[config.mk]
export PLATFORM = sky130hd
export DESIGN_NAME = regfile_cp0_unit
export DESIGN_NICKNAME = d
export VERILOG_FILES = /design/src/rtl/regfile_cp0_pkg.sv /design/src/rtl/regfile_cp0_unit_cp0_regs.sv /design/src/rtl/regfile_cp0_unit.sv
export SDC_FILE = /design/constraint.sdc
export NUM_CORES = 2
export LEC_CHECK = 0
export CORE_AREA = 2 2 452 410
export DETAILED_ROUTE_END_ITERATION = 10
export DIE_AREA = 0 0 454 412
export PLACE_DENSITY_LB_ADDON = 0.05
export SLEW_MARGIN = 10
export SYNTH_ARGS = -nofsm -noshare
export SYNTH_HDL_FRONTEND = slang
export SYNTH_SLANG_ARGS = --single-unit
[constraint.sdc]
create_clock -name i_clk -period 50.4 [get_ports i_clk]
set_input_delay 12.6 -clock i_clk [delete_from_list [all_inputs] [get_ports i_clk]]
set_output_delay 12.6 -clock i_clk [all_outputs]
set_load 0.005 [all_outputs]
[src/rtl/regfile_cp0_pkg.sv]
// regfile_cp0_pkg: CP0 register map, field positions, exception codes and FSM states
package regfile_cp0_pkg;
  localparam logic [4:0] CP0_COUNT   = 5'd9;
  localparam logic [4:0] CP0_COMPARE = 5'd11;
  localparam logic [4:0] CP0_STATUS  = 5'd12;
  localparam logic [4:0] CP0_CAUSE   = 5'd13;
  localparam logic [4:0] CP0_EPC     = 5'd14;
  localparam int ST_IE     = 0;
  localparam int ST_EXL    = 1;
  localparam int ST_IM7    = 15;
  localparam int CA_EXC_LO = 2;
  localparam int CA_EXC_HI = 6;
  localparam int CA_SW_LO  = 8;
  localparam int CA_SW_HI  = 9;
  localparam int CA_IP7    = 15;
  localparam logic [4:0] EXC_BREAK   = 5'b00001;
  localparam logic [4:0] EXC_SYSCALL = 5'b00011;
  localparam logic [4:0] EXC_OVF     = 5'b01100;
  localparam logic [4:0] EXC_UNDEF   = 5'b11111;
  typedef enum logic {ST_NORMAL = 1'b0, ST_EXC = 1'b1} exc_state_e;
endpackage

[src/rtl/regfile_cp0_unit_cp0_regs.sv]
// cp0_regs: Count/Compare timer, Status, Cause, EPC, exception FSM and PC redirect
module cp0_regs
  import regfile_cp0_pkg::*;
#(
  parameter int DATA_W = 32,
  parameter logic [DATA_W-1:0] EXC_VECTOR = 32'h0000_0180,
  parameter int EXC_CNT_W = 8
) (
  input  logic                 i_clk,
  input  logic                 i_rst,
  input  logic [4:0]           i_raddr,
  output logic [DATA_W-1:0]    o_rdata,
  input  logic                 i_mtc0_en,
  input  logic [4:0]           i_mtc0_addr,
  input  logic [DATA_W-1:0]    i_mtc0_data,
  input  logic                 i_exc_valid,
  input  logic [4:0]           i_exc_code,
  input  logic [DATA_W-1:0]    i_exc_pc,
  input  logic                 i_eret,
  output logic                 o_redirect,
  output logic [DATA_W-1:0]    o_redirect_pc,
  output logic                 o_in_exception,
  output logic                 o_timer_irq,
  output logic [EXC_CNT_W-1:0] o_exc_count
);
  exc_state_e r_state, w_state_nxt;
  logic [DATA_W-1:0] r_count, r_compare, r_status, r_cause, r_epc;
  logic [DATA_W-1:0] w_status_base, w_cause_nxt;
  logic w_wr_count, w_wr_compare, w_wr_status, w_wr_cause, w_wr_epc, w_exl, w_eret_take;
  assign w_wr_count   = i_mtc0_en && i_mtc0_addr == CP0_COUNT;
  assign w_wr_compare = i_mtc0_en && i_mtc0_addr == CP0_COMPARE;
  assign w_wr_status  = i_mtc0_en && i_mtc0_addr == CP0_STATUS;
  assign w_wr_cause   = i_mtc0_en && i_mtc0_addr == CP0_CAUSE;
  assign w_wr_epc     = i_mtc0_en && i_mtc0_addr == CP0_EPC;
  assign w_exl        = r_state == ST_EXC;
  assign w_eret_take  = i_eret && w_exl && !i_exc_valid;
  // Exception beats eret, eret beats a software write of EXL
  always_comb begin
    w_state_nxt = i_exc_valid ? ST_EXC :
                  i_eret      ? ST_NORMAL :
                  w_wr_status ? exc_state_e'(i_mtc0_data[ST_EXL]) : r_state;
    w_status_base = w_wr_status ? i_mtc0_data : r_status;
    w_cause_nxt = '0;
    w_cause_nxt[CA_IP7] = w_wr_compare ? 1'b0 :
                          (r_count == r_compare && r_compare != '0) ? 1'b1 : r_cause[CA_IP7];
    w_cause_nxt[CA_EXC_HI:CA_EXC_LO] = i_exc_valid ? i_exc_code : r_cause[CA_EXC_HI:CA_EXC_LO];
    w_cause_nxt[CA_SW_HI:CA_SW_LO] = w_wr_cause ? i_mtc0_data[CA_SW_HI:CA_SW_LO] : r_cause[CA_SW_HI:CA_SW_LO];
  end
  always_ff @(posedge i_clk or posedge i_rst) begin
    if (i_rst) r_state <= ST_NORMAL;
    else r_state <= w_state_nxt;
  end
  always_ff @(posedge i_clk or posedge i_rst) begin
    if (i_rst) begin
      r_count       <= '0;
      r_compare     <= '0;
      r_status      <= '0;
      r_cause       <= '0;
      r_epc         <= '0;
      o_redirect    <= 1'b0;
      o_redirect_pc <= '0;
      o_exc_count   <= '0;
    end else begin
      r_count       <= w_wr_count ? i_mtc0_data : r_count + DATA_W'(1);
      r_compare     <= w_wr_compare ? i_mtc0_data : r_compare;
      r_status      <= {w_status_base[DATA_W-1:ST_EXL+1], w_state_nxt == ST_EXC, w_status_base[ST_IE]};
      r_cause       <= w_cause_nxt;
      r_epc         <= (i_exc_valid && !w_exl) ? i_exc_pc : w_wr_epc ? i_mtc0_data : r_epc;
      o_redirect    <= i_exc_valid || w_eret_take;
      o_redirect_pc <= i_exc_valid ? EXC_VECTOR : w_eret_take ? r_epc : o_redirect_pc;
      o_exc_count   <= (i_exc_valid && o_exc_count != '1) ? o_exc_count + EXC_CNT_W'(1) : o_exc_count;
    end
  end
  assign o_rdata = i_raddr == CP0_COUNT   ? r_count :
                   i_raddr == CP0_COMPARE ? r_compare :
                   i_raddr == CP0_STATUS  ? r_status :
                   i_raddr == CP0_CAUSE   ? r_cause :
                   i_raddr == CP0_EPC     ? r_epc : '0;
  assign o_in_exception = w_exl;
  assign o_timer_irq = r_cause[CA_IP7] & r_status[ST_IM7] & r_status[ST_IE] & !w_exl;
endmodule

[src/rtl/regfile_cp0_unit.sv]
// regfile_cp0_unit: 2R/1W GPR file with write-through bypass plus integrated CP0
module regfile_cp0_unit
  import regfile_cp0_pkg::*;
#(
  parameter int DATA_W = 32,
  parameter int REG_ADDR_W = 5,
  parameter logic [DATA_W-1:0] EXC_VECTOR = 32'h0000_0180,
  parameter int EXC_CNT_W = 8
) (
  input  logic                  i_clk,
  input  logic                  i_rst,
  input  logic [REG_ADDR_W-1:0] i_rs_addr,
  input  logic [REG_ADDR_W-1:0] i_rt_addr,
  output logic [DATA_W-1:0]     o_rs_data,
  output logic [DATA_W-1:0]     o_rt_data,
  input  logic                  i_wr_en,
  input  logic [REG_ADDR_W-1:0] i_wr_addr,
  input  logic [DATA_W-1:0]     i_wr_data,
  input  logic                  i_wb_is_nop,
  input  logic [4:0]            i_cp0_raddr,
  output logic [DATA_W-1:0]     o_cp0_rdata,
  input  logic                  i_mtc0_en,
  input  logic [4:0]            i_mtc0_addr,
  input  logic [DATA_W-1:0]     i_mtc0_data,
  input  logic                  i_exc_valid,
  input  logic [4:0]            i_exc_code,
  input  logic [DATA_W-1:0]     i_exc_pc,
  input  logic                  i_eret,
  output logic                  o_redirect,
  output logic [DATA_W-1:0]     o_redirect_pc,
  output logic                  o_in_exception,
  output logic                  o_timer_irq,
  output logic [EXC_CNT_W-1:0]  o_exc_count
);
  logic [DATA_W-1:0] r_gpr [2**REG_ADDR_W];
  logic w_we;
  // A faulting instruction never commits its result
  assign w_we = i_wr_en && i_wr_addr != '0 && !i_wb_is_nop && !i_exc_valid;
  always_ff @(posedge i_clk or posedge i_rst) begin
    if (i_rst) for (int i = 0; i < 2**REG_ADDR_W; i++) r_gpr[i] <= '0;
    else if (w_we) r_gpr[i_wr_addr] <= i_wr_data;
  end
  assign o_rs_data = (w_we && i_wr_addr == i_rs_addr) ? i_wr_data : r_gpr[i_rs_addr];
  assign o_rt_data = (w_we && i_wr_addr == i_rt_addr) ? i_wr_data : r_gpr[i_rt_addr];
  cp0_regs #(.DATA_W(DATA_W), .EXC_VECTOR(EXC_VECTOR), .EXC_CNT_W(EXC_CNT_W)) u_cp0 (
    .i_clk(i_clk),
    .i_rst(i_rst),
    .i_raddr(i_cp0_raddr),
    .o_rdata(o_cp0_rdata),
    .i_mtc0_en(i_mtc0_en),
    .i_mtc0_addr(i_mtc0_addr),
    .i_mtc0_data(i_mtc0_data),
    .i_exc_valid(i_exc_valid),
    .i_exc_code(i_exc_code),
    .i_exc_pc(i_exc_pc),
    .i_eret(i_eret),
    .o_redirect(o_redirect),
    .o_redirect_pc(o_redirect_pc),
    .o_in_exception(o_in_exception),
    .o_timer_irq(o_timer_irq),
    .o_exc_count(o_exc_count)
  );
endmodule

==> load_flow_metrics.sql <==
INSERT INTO impl_metrics (metric_group, metric, value, unit) VALUES
('outcome', 'status', 'finished clean', ''),
('logic_synthesis', 'post-synth-top-area-cell', 'sky130_fd_sc_hd__dfrtp_1', ''),
('logic_synthesis', 'synth.area.top_cells', 'sky130_fd_sc_hd__dfrtp_1 47%, sky130_fd_sc_hd__mux2_2 20%, sky130_fd_sc_hd__mux4_2 14%', ''),
('worst_setup_path', 'worst_setup_path_start_kind', 'primary input', ''),
('grt', 'wire_length_of_the_first_global_routing_pass', '334.9', 'mm'),
('power_and_ir_drop', 'power.leakage', '32.59', 'nW'),
('logic_synthesis', 'yosys.area_share.adder', '0.0003941', ''),
('hold_path', 'worstHoldPathCells', '0', ''),
('logic_synthesis', 'seq_area_frac_synth', '0.4733', ''),
('power_and_ir_drop', 'total_power', '0.002599', 'W'),
('timing', 'skew', '16.40', 'ps'),
('die', 'initial_core_util', '0.3486', ''),
('routing', 'initialDrtViolationCount', '3268', ''),
('timing', 'finalSetupViolCount', '0', ''),
('logic_synthesis', 'synth-edff-count', '0', ''),
('die', 'core_area', '182100', 'µm²'),
('final_layout', 'net_total_in_the_final_layout', '4786', ''),
('die', 'io-pin-count', '272', ''),
('timing', 'timing.final.crit_share', '0.5877', ''),
('timing', 'tightestPinTransition', '1164', 'ps'),
('power_and_ir_drop', 'power_frac_comb', '0.149', ''),
('clocking', 'post_cts.resized_instances', '0', ''),
('logic_synthesis', 'synth_top_family_by_area', 'multiplexers', ''),
('final_layout', 'post_route_cells_drive_above_1_share', '0.4130', ''),
('power_and_ir_drop', 'peakVddDrop', '0.03536', 'mV'),
('placed_design', 'finalWeightedCongestion', '0.7885', ''),
('timing', 'highest_attainable_clock_frequency', '33.76', 'MHz'),
('grt', 'gr-usage-all-layers', '0.2490', ''),
('hold_path', 'min_path_type', 'register to register', ''),
('die', 'row_count', '149', ''),
('worst_setup_path', 'worstPathArrival', '17020', 'ps'),
('logic_synthesis', 'synth_flop_cell', 'sky130_fd_sc_hd__dfrtp_1', ''),
('worst_setup_path', 'crit_fanout', '54', ''),
('routing', 'wl_per_cell', '32.43', 'µm'),
('grt', 'globalRoute.totalOverflow', '0', ''),
('clocking', 'cts-buffers-inserted', '147', ''),
('routing', 'vias', '41919', ''),
('clocking', 'post_cts_setup_buffer_count', '0', ''),
('logic_synthesis', 'synth_xor_area_frac', '0.01076', ''),
('timing', 'finalSetupTns', '0', 'ps'),
('logic_synthesis', 'postSynthCellCount', '4587', ''),
('clocking', 'clock_path_buffers', '3', ''),
('timing', 'grt_setup_unrepaired', 'false', ''),
('clocking', 'clkSinkCount', '1201', ''),
('power_and_ir_drop', 'switching_power', '0.0007095', 'W'),
('logic_synthesis', 'synth-simple-area-share', '0.03304', ''),
('worst_setup_path', 'required', '37800', 'ps'),
('worst_setup_path', 'timing_worst_setup_path_type', 'primary input to output port', ''),
('worst_setup_path', 'endpoint_kind', 'output port', ''),
('logic_synthesis', 'synth_top_cell_area_share', '0.4733', ''),
('die', 'die_area', '187000', 'µm²'),
('placed_design', 'dp_hpwl', '142.9', 'mm'),
('die', 'fp.dieH', '412', 'µm'),
('worst_setup_path', 'ff2ff_path_depth', '6', ''),
('logic_synthesis', 'synthesis.nets', '4722', ''),
('power_and_ir_drop', 'power_report.internal_total', '0.001889', 'W'),
('final_layout', 'layout_commonest_cell', 'sky130_fd_sc_hd__dfrtp_1', ''),
('grt', 'pin_count_of_the_biggest_net_entering_global_routing', '151', ''),
('logic_synthesis', 'average_cell_area_after_synthesis', '13.84', 'µm²'),
('run', 'max_cap_viol_count', '0', ''),
('power_and_ir_drop', 'power_density', '35.52', 'nW/µm²'),
('clocking', 'cts_hold_buffers', '0', ''),
('final_layout', 'n_fill_cell', '16990', ''),
('logic_synthesis', 'synth.ff_latch_count', '1201', ''),
('timing', 'final-hold-violation-count', '0', ''),
('clocking', 'worst_skew_pair.late_latency', '790', 'ps'),
('grt', 'grt_pass1_vias', '43083', ''),
('final_layout', 'areaGrowthSynthToFinish', '15.20', '%'),
('clocking', 'clock_tree.htree_level_count', '4', ''),
('routing', 'final_antenna_net_count', '0', ''),
('logic_synthesis', 'synth_compound_area_frac', '0.06579', '');
[worst paths after layout]
path | endpoint | from | slack [ps]
setup / recovery | o_rt_data[6] | i_rt_addr[0] | 20780
hold / removal | r_gpr[995] | r_gpr[995] | 390
setup reg to reg | u_cp0.r_count[12] | u_cp0.r_count[1] | 48130
hold reg to reg | r_gpr[995] | r_gpr[995] | 390
max in group asynchronous | r_gpr[378] | i_rst | 34280
min in group asynchronous | r_gpr[933] | i_rst | 12330
[flip-flops by register name, indices dropped and copies added, names as in the netlist]
name / cells
r_gpr: 1024
u_cp0.o_redirect_pc: 32
u_cp0.r_compare: 32
u_cp0.r_count: 32
u_cp0.r_epc: 32
u_cp0.r_status: 32
u_cp0.o_exc_count: 8
u_cp0.r_cause: 8
u_cp0.o_redirect: 1
[per-stage QoR]
stage | setup slack [ps] | cell area [µm²] | utilization | cells | hold slack (ps)
after detailed placement | 20450 | 68330 | 0.3752 | 6918 | 383.3
after global routing | 20430 | 73150 | 0.4016 | 7178 | 407.0
final | 20780 | 73160 | 0.4016 | 7180 | 392.0
after CTS | 20460 | 73150 | 0.4016 | 7176 | 395.8
after global placement | 20430 | 68330 | 0.3752 | 6918 | 377.4
after floorplan | 3965 | 63500 | - | 4587 | 438.5
[power by group through the flow]
stage / logic (W) / clock network, W / registers (W)
CTS: 0.000393 / 0.00110 / 0.00114
global placement: 0.000389 / 0 / 0.00116
global route: 0.000418 / 0.00114 / 0.00116
floorplan: 0.000268 / 0 / 0.00113
finish: 0.000388 / 0.00107 / 0.00114
detailed placement: 0.000392 / 0 / 0.00116
[cells by family after synthesis]
group,count (synthesis)
mux,1781
flops,1201
compound gates,607
buf+inv,511
simple gates,407
xor+xnor,78
fa+ha+maj,2
[cells in the mapped netlist (all sizes together), types with 10 or more instances]
| cell type | n |
|---|---|
| a211oi | 22 |
| a21o | 10 |
| a21oi | 113 |
| a221o | 24 |
| a221oi | 60 |
| a222oi | 14 |
| a22o | 68 |
| a22oi | 56 |
| a31oi | 25 |
| buf | 265 |
| clkbuf | 237 |
| dfrtp | 1201 |
| mux2 | 1150 |
| mux2i | 245 |
| mux4 | 386 |
| nand2 | 125 |
| nand3 | 19 |
| nand4 | 18 |
| nor2 | 73 |
| nor2b | 30 |
| nor3 | 35 |
| nor4 | 32 |
| o21ai | 63 |
| o22ai | 137 |
| or3 | 35 |
| xnor2 | 62 |
| xor2 | 16 |
[critical path, cell delays in order]
cell	delay [ps]
sky130_fd_sc_hd__buf_8	400
sky130_fd_sc_hd__buf_4	720
sky130_fd_sc_hd__buf_4	750
sky130_fd_sc_hd__mux4_2	600
sky130_fd_sc_hd__mux2_2	350
sky130_fd_sc_hd__a221oi_1	520
sky130_fd_sc_hd__o21ai_0	370
sky130_fd_sc_hd__clkdlybuf4s50_1	550
[per-layer routing]
layer,track usage,share of wire,vias up
met2,0.3900,0.46,1019
li1,-,-,17716
met4,0.06874,0.026,6
met1,0.3603,0.47,22873
met3,0.03464,0.043,305
met5,0,0.00015,-
[layout make-up]
type | instances | area [µm²] | area share
Multi-Input combinational cell | 2875 | 31340 | 0.4283
Inverter | 9 | 41.29 | 0.0005644
Antenna cell | 4 | 10.01 | 0.0001368
Sequential cell | 1201 | 30050 | 0.4108
Tap cell | 2416 | 3023 | 0.04132
Clock buffer | 228 | 4487 | 0.06133
Timing Repair Buffer | 417 | 3880 | 0.05304
Clock inverter | 30 | 325.3 | 0.004447
Note: power is estimated with default switching activity, not from simulation.
